==> src/rtl/hazard_pkg.sv <==
// hazard_pkg: shared types, constants and helpers for the pipeline hazard
// controller.
//   fwd_sel_t   - execute-stage operand source select
//   mdu_state_t - MDU sequencer states
//   MDU_CNT_W   - width of the MDU latency counter
//   reg_match() - register-id comparator that never matches $zero
//   fwd_sel()   - E-stage forward select with M-over-W priority
package hazard_pkg;

  localparam int MDU_CNT_W = 4;

  typedef enum logic [1:0] {
    FWD_REG = 2'b00,  // register file value
    FWD_WB  = 2'b01,  // result_W
    FWD_MEM = 2'b10   // alu_out_M
  } fwd_sel_t;

  typedef enum logic [1:0] {
    IDLE = 2'd0,
    BUSY = 2'd1,
    DONE = 2'd2
  } mdu_state_t;

  // $zero is hard-wired, so a producer writing it never creates a hazard.
  function automatic logic reg_match(input logic [4:0] a, input logic [4:0] b);
    return (a != 5'd0) && (a == b);
  endfunction

  // The M stage holds the younger result, so it wins over W.
  function automatic fwd_sel_t fwd_sel(input logic [4:0] src,
                                       input logic       rw_m,
                                       input logic [4:0] id_m,
                                       input logic       rw_w,
                                       input logic [4:0] id_w);
    if (rw_m && reg_match(src, id_m)) return FWD_MEM;
    else if (rw_w && reg_match(src, id_w)) return FWD_WB;
    else return FWD_REG;
  endfunction

endpackage

==> src/rtl/hazard_ctrl_if.sv <==
// hazard_ctrl_if: bundle between the datapath and the hazard controller.
//   master - datapath side: drives register ids / enables, receives controls
//   slave  - hazard_ctrl side: receives pipeline state, drives controls
// Signals:
//   rs_D, rt_D, branch_D                   decode-stage sources / branch flag
//   rs_E, rt_E                             execute-stage sources
//   reg_id_{E,M,W}, reg_write_{E,M,W}      destination ids / write enables
//   mem_to_reg_E, mem_to_reg_M             load in E / M
//   mdu_start_E                            mult/div op in E
//   forwardA_E, forwardB_E                 E operand selects
//   forwardA_D, forwardB_D                 D compare operand takes alu_out_M
//   stall_F, stall_D, stall_E              hold stage registers
//   flush_E, flush_M                       bubble stage registers
//   mdu_busy, mdu_done                     MDU sequencer status
interface hazard_ctrl_if;
  import hazard_pkg::*;

  logic [4:0] rs_D;
  logic [4:0] rt_D;
  logic       branch_D;
  logic [4:0] rs_E;
  logic [4:0] rt_E;
  logic [4:0] reg_id_E;
  logic [4:0] reg_id_M;
  logic [4:0] reg_id_W;
  logic       reg_write_E;
  logic       reg_write_M;
  logic       reg_write_W;
  logic       mem_to_reg_E;
  logic       mem_to_reg_M;
  logic       mdu_start_E;

  fwd_sel_t   forwardA_E;
  fwd_sel_t   forwardB_E;
  logic       forwardA_D;
  logic       forwardB_D;
  logic       stall_F;
  logic       stall_D;
  logic       stall_E;
  logic       flush_E;
  logic       flush_M;
  logic       mdu_busy;
  logic       mdu_done;

  modport master (
    output rs_D, rt_D, branch_D, rs_E, rt_E,
           reg_id_E, reg_id_M, reg_id_W,
           reg_write_E, reg_write_M, reg_write_W,
           mem_to_reg_E, mem_to_reg_M, mdu_start_E,
    input  forwardA_E, forwardB_E, forwardA_D, forwardB_D,
           stall_F, stall_D, stall_E, flush_E, flush_M,
           mdu_busy, mdu_done
  );

  modport slave (
    input  rs_D, rt_D, branch_D, rs_E, rt_E,
           reg_id_E, reg_id_M, reg_id_W,
           reg_write_E, reg_write_M, reg_write_W,
           mem_to_reg_E, mem_to_reg_M, mdu_start_E,
    output forwardA_E, forwardB_E, forwardA_D, forwardB_D,
           stall_F, stall_D, stall_E, flush_E, flush_M,
           mdu_busy, mdu_done
  );

endinterface

==> src/rtl/mdu_timer.sv <==
// mdu_timer: fixed-latency sequencer for the multi-cycle mult/div unit.
// An op entering E stalls the front of the pipe for MDU_LAT cycles, then
// spends one DONE cycle in E while its result is valid before leaving.
// Ports:
//   clk, reset    clock, synchronous active-high reset
//   i_mdu_start   MDU op present in E
//   o_mdu_stall   hold F/D/E and bubble M this cycle
//   o_mdu_busy    sequencer not IDLE
//   o_mdu_done    one-cycle pulse, result valid, op leaves E
module mdu_timer
  import hazard_pkg::*;
#(
  parameter int MDU_LAT = 4
) (
  input  logic clk,
  input  logic reset,
  input  logic i_mdu_start,
  output logic o_mdu_stall,
  output logic o_mdu_busy,
  output logic o_mdu_done
);

  localparam logic [MDU_CNT_W-1:0] CNT_INIT = MDU_CNT_W'(MDU_LAT - 1);

  mdu_state_t           r_state;
  logic [MDU_CNT_W-1:0] r_cnt;

  // NOTE: sequential state uses non-blocking assignments so every register
  // samples the pre-edge values, regardless of statement order.
  always_ff @(posedge clk) begin
    if (reset) begin
      r_state <= IDLE;
      r_cnt   <= '0;
    end else begin
      case (r_state)
        IDLE: begin
          if (i_mdu_start) begin
            r_cnt   <= CNT_INIT;
            r_state <= (MDU_LAT == 1) ? DONE : BUSY;
          end
        end
        BUSY: begin
          r_cnt <= r_cnt - 1'b1;
          if (r_cnt == MDU_CNT_W'(1)) r_state <= DONE;
        end
        // The op still sitting in E keeps mdu_start_E high here; it is the
        // same op leaving, not a new one, so it is ignored.
        DONE:    r_state <= IDLE;
        default: r_state <= IDLE;
      endcase
    end
  end

  // The stall starts in the very cycle the op enters E (state still IDLE),
  // so the IDLE term is combinational on i_mdu_start. Reset forces all
  // outputs low even while the state register has not yet been cleared.
  assign o_mdu_stall = !reset && ((r_state == IDLE && i_mdu_start) || r_state == BUSY);
  assign o_mdu_busy  = !reset && (r_state != IDLE);
  assign o_mdu_done  = !reset && (r_state == DONE);

endmodule

==> src/rtl/hazard_ctrl.sv <==
// hazard_ctrl: pipeline hazard controller for the 5-stage MIPS core.
// Produces E-stage forwarding selects, D-stage branch-compare forwards,
// load-use / branch-operand stalls and MDU multi-cycle stalls.
// Ports:
//   clk, reset  clock, synchronous active-high reset
//   bus         hazard_ctrl_if.slave: pipeline state in, stall/flush/forward out
// Parameters:
//   MDU_LAT     cycles an MDU op stalls the pipe in E (1..15)
module hazard_ctrl
  import hazard_pkg::*;
#(
  parameter int MDU_LAT = 4
) (
  input  logic               clk,
  input  logic               reset,
  hazard_ctrl_if.slave       bus
);

  logic w_mdu_stall;
  logic w_mdu_busy;
  logic w_mdu_done;
  logic w_lw_stall;
  logic w_br_stall;
  logic w_d_uses_e;
  logic w_d_uses_m;

  mdu_timer #(
    .MDU_LAT (MDU_LAT)
  ) u_mdu_timer (
    .clk         (clk),
    .reset       (reset),
    .i_mdu_start (bus.mdu_start_E),
    .o_mdu_stall (w_mdu_stall),
    .o_mdu_busy  (w_mdu_busy),
    .o_mdu_done  (w_mdu_done)
  );

  // Does the instruction in D read the destination of E / M?
  assign w_d_uses_e = reg_match(bus.reg_id_E, bus.rs_D) || reg_match(bus.reg_id_E, bus.rt_D);
  assign w_d_uses_m = reg_match(bus.reg_id_M, bus.rs_D) || reg_match(bus.reg_id_M, bus.rt_D);

  assign w_lw_stall = bus.mem_to_reg_E && w_d_uses_e;

  // The branch compares in D, so an ALU result still in E is not yet
  // forwardable and a load in M has not yet returned its data.
  assign w_br_stall = bus.branch_D &&
                      ((bus.reg_write_E && w_d_uses_e) ||
                       (bus.mem_to_reg_M && w_d_uses_m));

  // Forward selects ignore stalls: the datapath simply discards them when
  // the stage is held.
  assign bus.forwardA_E = reset ? FWD_REG
                                : fwd_sel(bus.rs_E, bus.reg_write_M, bus.reg_id_M,
                                          bus.reg_write_W, bus.reg_id_W);
  assign bus.forwardB_E = reset ? FWD_REG
                                : fwd_sel(bus.rt_E, bus.reg_write_M, bus.reg_id_M,
                                          bus.reg_write_W, bus.reg_id_W);
  assign bus.forwardA_D = !reset && bus.reg_write_M && reg_match(bus.rs_D, bus.reg_id_M);
  assign bus.forwardB_D = !reset && bus.reg_write_M && reg_match(bus.rt_D, bus.reg_id_M);

  // NOTE: every output of this always_comb gets a default first, so no path
  // leaves one unassigned and no latch is inferred.
  always_comb begin
    bus.stall_F = 1'b0;
    bus.stall_D = 1'b0;
    bus.stall_E = 1'b0;
    bus.flush_E = 1'b0;
    bus.flush_M = 1'b0;
    if (reset) begin
      // all controls idle while reset is held
    end else if (w_mdu_stall) begin
      // E is held with the MDU op, so the hole opens up in M instead.
      bus.stall_F = 1'b1;
      bus.stall_D = 1'b1;
      bus.stall_E = 1'b1;
      bus.flush_M = 1'b1;
    end else if (w_lw_stall || w_br_stall) begin
      bus.stall_F = 1'b1;
      bus.stall_D = 1'b1;
      bus.flush_E = 1'b1;
    end
  end

  assign bus.mdu_busy = w_mdu_busy;
  assign bus.mdu_done = w_mdu_done;

endmodule
==> src/flat_wrapper.sv <==
// flat-port wrapper written by rule: the top's interface ports become plain ports
module hazard_ctrl_flat import hazard_pkg::*;
#(
  parameter int MDU_LAT = 4
)
  (clk, reset, bus_rs_D, bus_rt_D, bus_branch_D, bus_rs_E, bus_rt_E, bus_reg_id_E, bus_reg_id_M, bus_reg_id_W, bus_reg_write_E, bus_reg_write_M, bus_reg_write_W, bus_mem_to_reg_E, bus_mem_to_reg_M, bus_mdu_start_E, bus_forwardA_E, bus_forwardB_E, bus_forwardA_D, bus_forwardB_D, bus_stall_F, bus_stall_D, bus_stall_E, bus_flush_E, bus_flush_M, bus_mdu_busy, bus_mdu_done);
  hazard_ctrl_if bus_i ();
  input  logic clk;
  input  logic reset;
  input wire logic [$bits(bus_i.rs_D)-1:0] bus_rs_D;
  input wire logic [$bits(bus_i.rt_D)-1:0] bus_rt_D;
  input wire logic [$bits(bus_i.branch_D)-1:0] bus_branch_D;
  input wire logic [$bits(bus_i.rs_E)-1:0] bus_rs_E;
  input wire logic [$bits(bus_i.rt_E)-1:0] bus_rt_E;
  input wire logic [$bits(bus_i.reg_id_E)-1:0] bus_reg_id_E;
  input wire logic [$bits(bus_i.reg_id_M)-1:0] bus_reg_id_M;
  input wire logic [$bits(bus_i.reg_id_W)-1:0] bus_reg_id_W;
  input wire logic [$bits(bus_i.reg_write_E)-1:0] bus_reg_write_E;
  input wire logic [$bits(bus_i.reg_write_M)-1:0] bus_reg_write_M;
  input wire logic [$bits(bus_i.reg_write_W)-1:0] bus_reg_write_W;
  input wire logic [$bits(bus_i.mem_to_reg_E)-1:0] bus_mem_to_reg_E;
  input wire logic [$bits(bus_i.mem_to_reg_M)-1:0] bus_mem_to_reg_M;
  input wire logic [$bits(bus_i.mdu_start_E)-1:0] bus_mdu_start_E;
  output wire logic [$bits(bus_i.forwardA_E)-1:0] bus_forwardA_E;
  output wire logic [$bits(bus_i.forwardB_E)-1:0] bus_forwardB_E;
  output wire logic [$bits(bus_i.forwardA_D)-1:0] bus_forwardA_D;
  output wire logic [$bits(bus_i.forwardB_D)-1:0] bus_forwardB_D;
  output wire logic [$bits(bus_i.stall_F)-1:0] bus_stall_F;
  output wire logic [$bits(bus_i.stall_D)-1:0] bus_stall_D;
  output wire logic [$bits(bus_i.stall_E)-1:0] bus_stall_E;
  output wire logic [$bits(bus_i.flush_E)-1:0] bus_flush_E;
  output wire logic [$bits(bus_i.flush_M)-1:0] bus_flush_M;
  output wire logic [$bits(bus_i.mdu_busy)-1:0] bus_mdu_busy;
  output wire logic [$bits(bus_i.mdu_done)-1:0] bus_mdu_done;
  assign bus_i.rs_D = bus_rs_D;
  assign bus_i.rt_D = bus_rt_D;
  assign bus_i.branch_D = bus_branch_D;
  assign bus_i.rs_E = bus_rs_E;
  assign bus_i.rt_E = bus_rt_E;
  assign bus_i.reg_id_E = bus_reg_id_E;
  assign bus_i.reg_id_M = bus_reg_id_M;
  assign bus_i.reg_id_W = bus_reg_id_W;
  assign bus_i.reg_write_E = bus_reg_write_E;
  assign bus_i.reg_write_M = bus_reg_write_M;
  assign bus_i.reg_write_W = bus_reg_write_W;
  assign bus_i.mem_to_reg_E = bus_mem_to_reg_E;
  assign bus_i.mem_to_reg_M = bus_mem_to_reg_M;
  assign bus_i.mdu_start_E = bus_mdu_start_E;
  assign bus_forwardA_E = bus_i.forwardA_E;
  assign bus_forwardB_E = bus_i.forwardB_E;
  assign bus_forwardA_D = bus_i.forwardA_D;
  assign bus_forwardB_D = bus_i.forwardB_D;
  assign bus_stall_F = bus_i.stall_F;
  assign bus_stall_D = bus_i.stall_D;
  assign bus_stall_E = bus_i.stall_E;
  assign bus_flush_E = bus_i.flush_E;
  assign bus_flush_M = bus_i.flush_M;
  assign bus_mdu_busy = bus_i.mdu_busy;
  assign bus_mdu_done = bus_i.mdu_done;
  hazard_ctrl #(.MDU_LAT(MDU_LAT)) u_core (.clk(clk), .reset(reset), .bus(bus_i));
endmodule
==> config.mk <==
export PLATFORM = sky130hd
export DESIGN_NAME = hazard_ctrl_flat
export DESIGN_NICKNAME = d
export VERILOG_FILES = /design/src/rtl/hazard_pkg.sv /design/src/rtl/hazard_ctrl_if.sv /design/src/rtl/mdu_timer.sv /design/src/rtl/hazard_ctrl.sv /design/src/flat_wrapper.sv
export SDC_FILE = /design/constraint.sdc
export NUM_CORES = 1
export LEC_CHECK = 0
export ABC_AREA = 1
export CORE_ASPECT_RATIO = 0.9
export CORE_MARGIN = 10
export CORE_UTILIZATION = 42
export DETAILED_ROUTE_END_ITERATION = 6
export DONT_BUFFER_PORTS = 1
export PLACE_DENSITY = 0.55
export SETUP_SLACK_MARGIN = 0.02
export SLEW_MARGIN = 20
export SYNTH_ARGS = -nofsm -noshare
export SYNTH_HDL_FRONTEND = slang
export SYNTH_SLANG_ARGS = --single-unit
==> constraint.sdc <==
create_clock -name clk -period 1.5 [get_ports clk]
set_clock_uncertainty 0.15 [all_clocks]
set_input_delay 0.3 -clock clk [delete_from_list [all_inputs] [get_ports clk]]
set_output_delay 0.3 -clock clk [all_outputs]
set_load 0.05 [all_outputs]
---- After elaboration in Yosys (flattened, before gate mapping) ----
Cells that the tools add are included.
operators by class
  add/sub/neg operators ................... 1
  eq/ne operators ......................... 15
  muxes and demuxes ....................... 18
  reductions and logical operators ........ 42
operators by type and width
  operator                                                            number
  5-bit == test                                                       10
  5-bit nonzero test                                                  6
  1-bit logical AND                                                   25
  2-bit two-way mux                                                   6
  1-bit two-way mux                                                   9
  4-bit case mux with 2 select lines                                  1
  1-bit logical OR                                                    5
  4-bit by 1-bit == test with 1-bit output, second input constant     1
  4-bit two-way mux                                                   1
  2-bit inequality test, second input constant                        2
  2-bit case mux with 2 select lines                                  1
  2-bit AND reduction                                                 2
  2-bit nonzero test                                                  2
  4-bit by 1-bit subtractor with 4-bit output, second input constant  1
  2-bit by 1-bit == test with 1-bit output, second input constant     1
  2-bit == test, second input constant                                1
  2-bit logical NOT                                                   1
  1-bit logical NOT                                                   1
storage, ports and cells
  bits in registers ....................... 6
  bits of input ports ..................... 44
  output and inout port bits .............. 13
  logic and storage cells ................. 78

---- Longest topological paths before layout ----
  word-level depth ........................ 10
  depth in mapped cells ................... 12
  depth with buffers taken out ............ 10

---- Modules after synthesis ----
Synthesis repeated with hierarchy kept, for this count alone.
second synthesis, totals
  cell total of the unflattened synthesis .. 220
  area, all modules ....................... 1,104.8 um2
modules (own cells, without submodules)
  module       instances  cells an instance  area each (um2)  seq. area each (um2)
  hazard_ctrl  1          177                804.5            0.0
  mdu_timer    1          43                 300.3            120.1

---- Worst setup path before layout ----
No wires, ideal clock.
  path type ............................... register to output
  start point ............................. register u_core.u_mdu_timer.r_state[0]
  end point ............................... output port bus_stall_F
  arrival time ............................ 2.172 ns
  required time ........................... 1.050 ns
  slack ................................... -1.122 ns
  cell stages (with the launch flop) ...... 8
  buffers on the path ..................... 1
  cell sequence ........................... dfxtp_1 -> inv_1 -> nor2_1 -> nor2_1 -> nor2_1 -> inv_1 -> nand2_1 -> buf_4
on the way
  word-level cells in the longest chain between the ends .. 6
  elaborated cells on any way between the ends .. 7
  those cells by class .................... 1 x eq/ne; 2 x mux; 4 x reduce/logical
RTL lines
  element                            line                source
  start: declaration                 mdu_timer.sv:25     mdu_state_t r_state;
  start signal: assignment           mdu_timer.sv:39     r_state <= (MDU_LAT == 1) ? DONE : BUSY;
  2-bit logical NOT                  mdu_timer.sv:57     assign o_mdu_stall = !reset && ((r_state == IDLE && i_mdu_start) || r_state == BUSY);
  1-bit logical AND                  mdu_timer.sv:57
  1-bit logical OR *                 mdu_timer.sv:57
  1-bit logical AND *                mdu_timer.sv:57
  1-bit two-way mux * (2 in series)  -
  end: declaration                   flat_wrapper.sv:28  output wire logic [$bits(bus_i.stall_F)-1:0] bus_stall_F;
Mark *: on every way between the ends. The rest lies on a longest branch, timed or not.

---- Worst setup path in the final report ----
  start point ............................. register u_core.u_mdu_timer.r_state[1]
  end point ............................... output port bus_stall_D
on the way
  word-level cells in the longest chain between the ends .. 6
  elaborated cells on any way between the ends .. 7
  those cells by class .................... 1 x eq/ne; 2 x mux; 4 x reduce/logical
RTL lines
  element              line                source
  2-bit logical NOT    mdu_timer.sv:57
  1-bit logical AND    mdu_timer.sv:57
  1-bit logical OR *   mdu_timer.sv:57
  1-bit logical AND *  mdu_timer.sv:57
  1-bit two-way mux *  hazard_ctrl.sv:71   end else if (w_mdu_stall) begin
  1-bit two-way mux *  hazard_ctrl.sv:69   if (reset) begin
  end: declaration     flat_wrapper.sv:29  output wire logic [$bits(bus_i.stall_D)-1:0] bus_stall_D;
Marks and branches as above.

==> flow_metrics.env <==
export IMPL_status="finished, violations left"
export IMPL_violations="negative hold slack, negative setup slack"
export IMPL_syn2layout_area_growth_pct=60.0
export IMPL_rsz0062_at_grt="true"
export IMPL_hold_depth=1
export IMPL_r2r_end="u_core.u_mdu_timer.r_state[0]$_SDFFE_PP0P_"
export IMPL_die_x_um=73.8
export IMPL_placed_cells=254
export IMPL_dpl_hpwl_mm=3.20
export IMPL_slowest_delay_ns=0.36
export IMPL_row_count=17
export IMPL_layout_nets=282
export IMPL_diodes=0
export IMPL_syn_area_per_cell_um2=5.24
export IMPL_fin_ws_ns=-0.203
export IMPL_insertion_delay_ns=0.25
export IMPL_fillerInstances=228
export IMPL_netlist_area_um2=1100
export IMPL_ys_warn_count=0
export IMPL_synth_nets=255
export IMPL_finalWeightedCongestion=0.863
export IMPL_port_buffers=0
export IMPL_drtPass1Iterations=4
export IMPL_drt_total_wl_mm=3.87
export IMPL_tightest_slew_ns=0.424
export IMPL_coreArea_um2=2470
export IMPL_ant_nets=0
export IMPL_synth_seq_cells=6
export IMPL_via_count=1352
export IMPL_max_freq_mhz=587
export IMPL_vias_per_cell=5.16
export IMPL_wl_per_cell_um=14.8
export IMPL_post_route_period_util_pct=114
export IMPL_slew_violations=0
export IMPL_critPathMaxFanout=4
export IMPL_required_ns=1.05
export IMPL_peakVddDrop_mv=0.566
export IMPL_min_from="reset"
export IMPL_drc_errors=0
export IMPL_cpLargestDelayFamily="simple AND/OR/NAND/NOR gates"
export IMPL_leakage_uw=0.000860
export IMPL_dieArea_um2=5060
export IMPL_cp_arrival_ns=1.25
export IMPL_overflow=0
export IMPL_track_usage_pct=14.6
export IMPL_htreeDepth=1
export IMPL_fin_cells=262
export IMPL_report_final_setup_viol=11
export IMPL_cp_common_cell="nor2_4"
export IMPL_drtIter0Drc=49
export IMPL_netlist_instances=209
export IMPL_period_needed_ns=1.70
export IMPL_ios=57
export IMPL_clockBufferDepth=2
export IMPL_cts_tree="built"
export IMPL_grt_first_pass_wirelength_mm=6.01
export IMPL_r2r_cells=8
export IMPL_synth_distinct_cells=26
export IMPL_start_util_pct=44.4
export IMPL_end_kind="primary output"
export IMPL_path_clk_slew_ns=0.04
export IMPL_chipHeight_um=68.5
export IMPL_synthTopCellsByArea="nand2_1 (21%), inv_1 (14%), dfxtp_1 (11%)"
export IMPL_crit_reg2reg_launch="u_core.u_mdu_timer.r_state[1]$_SDFFE_PP0P_"
export IMPL_yosysTopAreaCell="nand2_1"
export IMPL_maxCapViolations=0
export IMPL_hold_path_end="u_core.u_mdu_timer.r_state[1]$_SDFFE_PP0P_"
export IMPL_power_per_cell_area_nw_per_um2=473
export IMPL_startpoint_type="flip-flop"
export IMPL_cp_cell_sequence="nor2_4 -> nand2_2 -> inv_2 -> nor2_4 -> nor2_4 -> inv_2 -> nand2_8"
export IMPL_hold_viol=2
export IMPL_crit_buf_inv=2
export IMPL_synth_top_area_share_pct=21.2
export IMPL_r2r_slack_ns=0.19
export IMPL_post_route_util_pct=71.1
export IMPL_numCtsBuffers=3
export IMPL_cts_sinks=6
export IMPL_drive_gt1_share_pct=41.9
export IMPL_yosysSeqAreaShare_pct=11.0
export IMPL_root_buffer="clkbuf_4"
export IMPL_critPathKind="flip-flop to primary output"
export IMPL_slowest_stage="dfxtp_4"
export IMPL_slew_headroom_pct=71.5
export IMPL_hold_class="primary input to flip-flop"
export IMPL_antenna_found_initial=0
export IMPL_hold_worst_slack_ns=-0.0318
export IMPL_grt_max_degree=9
export IMPL_grt_pass1_vias=1307
==> layer usage <==
metal	part of all wire, %	vias up	wire length [um]	track usage, %
met4	0.96	0	37	3.49
met2	49	52	1880	23.7
met5	0	-	0	0
met3	11	6	425	5.92
met1	39	588	1520	17.6
li1	-	706	-	-
==> sequential cells by signal, indices dropped and copies added, names as in the netlist <==
signal                      cells
u_core.u_mdu_timer.r_cnt        4
u_core.u_mdu_timer.r_state      2
==> worst max-delay path by stage <==
stage / from / to / slack, ns / cells past startpoint
2_1_floorplan: u_core.u_mdu_timer.r_state[1]$_SDFFE_PP0P_ / bus_stall_F / -0.32 / 8
3_3_place_gp: bus_reg_id_M[3] / bus_forwardB_D / -0.18 / 8
3_5_place_dp: bus_rt_D[0] / bus_forwardB_D / -0.19 / 7
4_1_cts: u_core.u_mdu_timer.r_state[1]$_SDFFE_PP0P_ / bus_stall_D / -0.20 / 7
5_1_grt: u_core.u_mdu_timer.r_state[1]$_SDFFE_PP0P_ / bus_stall_D / -0.30 / 7
6_report: u_core.u_mdu_timer.r_state[1]$_SDFFE_PP0P_ / bus_stall_D / -0.20 / 7
==> cell families (layout without fill, tap and decap cells) <==
| family | count (synthesis) | in the layout | synth area share (%) |
|---|---|---|---|
| compound gates | 25 | 25 | 14.3 |
| xor+xnor | 12 | 12 | 9.59 |
| fa+ha+maj | 2 | 2 | 2.28 |
| buf+inv | 50 | 75 | 19.2 |
| flops | 6 | 6 | 11.0 |
| simple gates | 114 | 114 | 43.7 |
==> cell usage after synthesis <==
cell,count
a211oi_1,2
a21oi_1,7
a221oi_1,1
a311oi_1,1
buf_2,1
buf_4,3
clkbuf_8,1
dfxtp_1,6
ha_1,2
inv_1,40
inv_2,5
nand2_1,62
nand2_2,1
nand3_1,10
nand3_2,1
nand4_1,4
nor2_1,25
nor2_2,2
nor2b_1,1
nor3_1,7
nor3b_1,1
o211a_1,3
o21ai_0,8
o22ai_1,3
xnor2_1,7
xor2_1,5
==> cell usage in the layout (no fill, tap or decap), drive strengths merged <==
cell type,count
o22ai,3
inv,45
o21ai,8
a311oi,1
a21oi,7
a211oi,2
clkbuf,3
nor3,7
nand4,4
xnor2,7
nand2,63
ha,2
nand3,11
nor2,27
xor2,5
a221oi,1
dfxtp,6
nor3b,1
o211a,3
nor2b,1
buf,27
==> power breakdown <==
part           total, uW  switching [uW]  internal [uW]
combinational        492             277            215
clock                150            59.1           90.5
sequential           189            10.8            178
total                830             347            484
==> timing repair <==
item / CTS / global route
setup endpoints to repair: 12 / 13
gates resized for setup: 34 / 42
pin swaps: 23 / 30
endpoints found under the hold margin: 2 / 2
buffers inserted: 4 / 1
==> final cells by class <==
class | count | area (um2) | area share, %
Multi-Input combinational cell | 153 | 1030 | 58.6
Tap cell | 28 | 35.0 | 2.00
Sequential cell | 6 | 125 | 7.13
Inverter | 45 | 221 | 12.6
Clock buffer | 3 | 22.5 | 1.28
Timing Repair Buffer | 27 | 322 | 18.3
==> metrics by stage <==
stage	setup TNS (ns)	hold slack, ns	area [um2]	worst slack, ns	power (uW)
global placement	-1.01	0.227	1470	-0.176	587
global route	-2.37	-0.0339	1750	-0.298	894
finish	-1.55	-0.0318	1750	-0.203	830
CTS	-1.41	-0.0376	1620	-0.203	800
detailed placement	-1.10	0.227	1470	-0.193	597
floorplan	-2.17	0.293	1230	-0.317	531
Note: power is estimated with default switching activity, not from simulation.
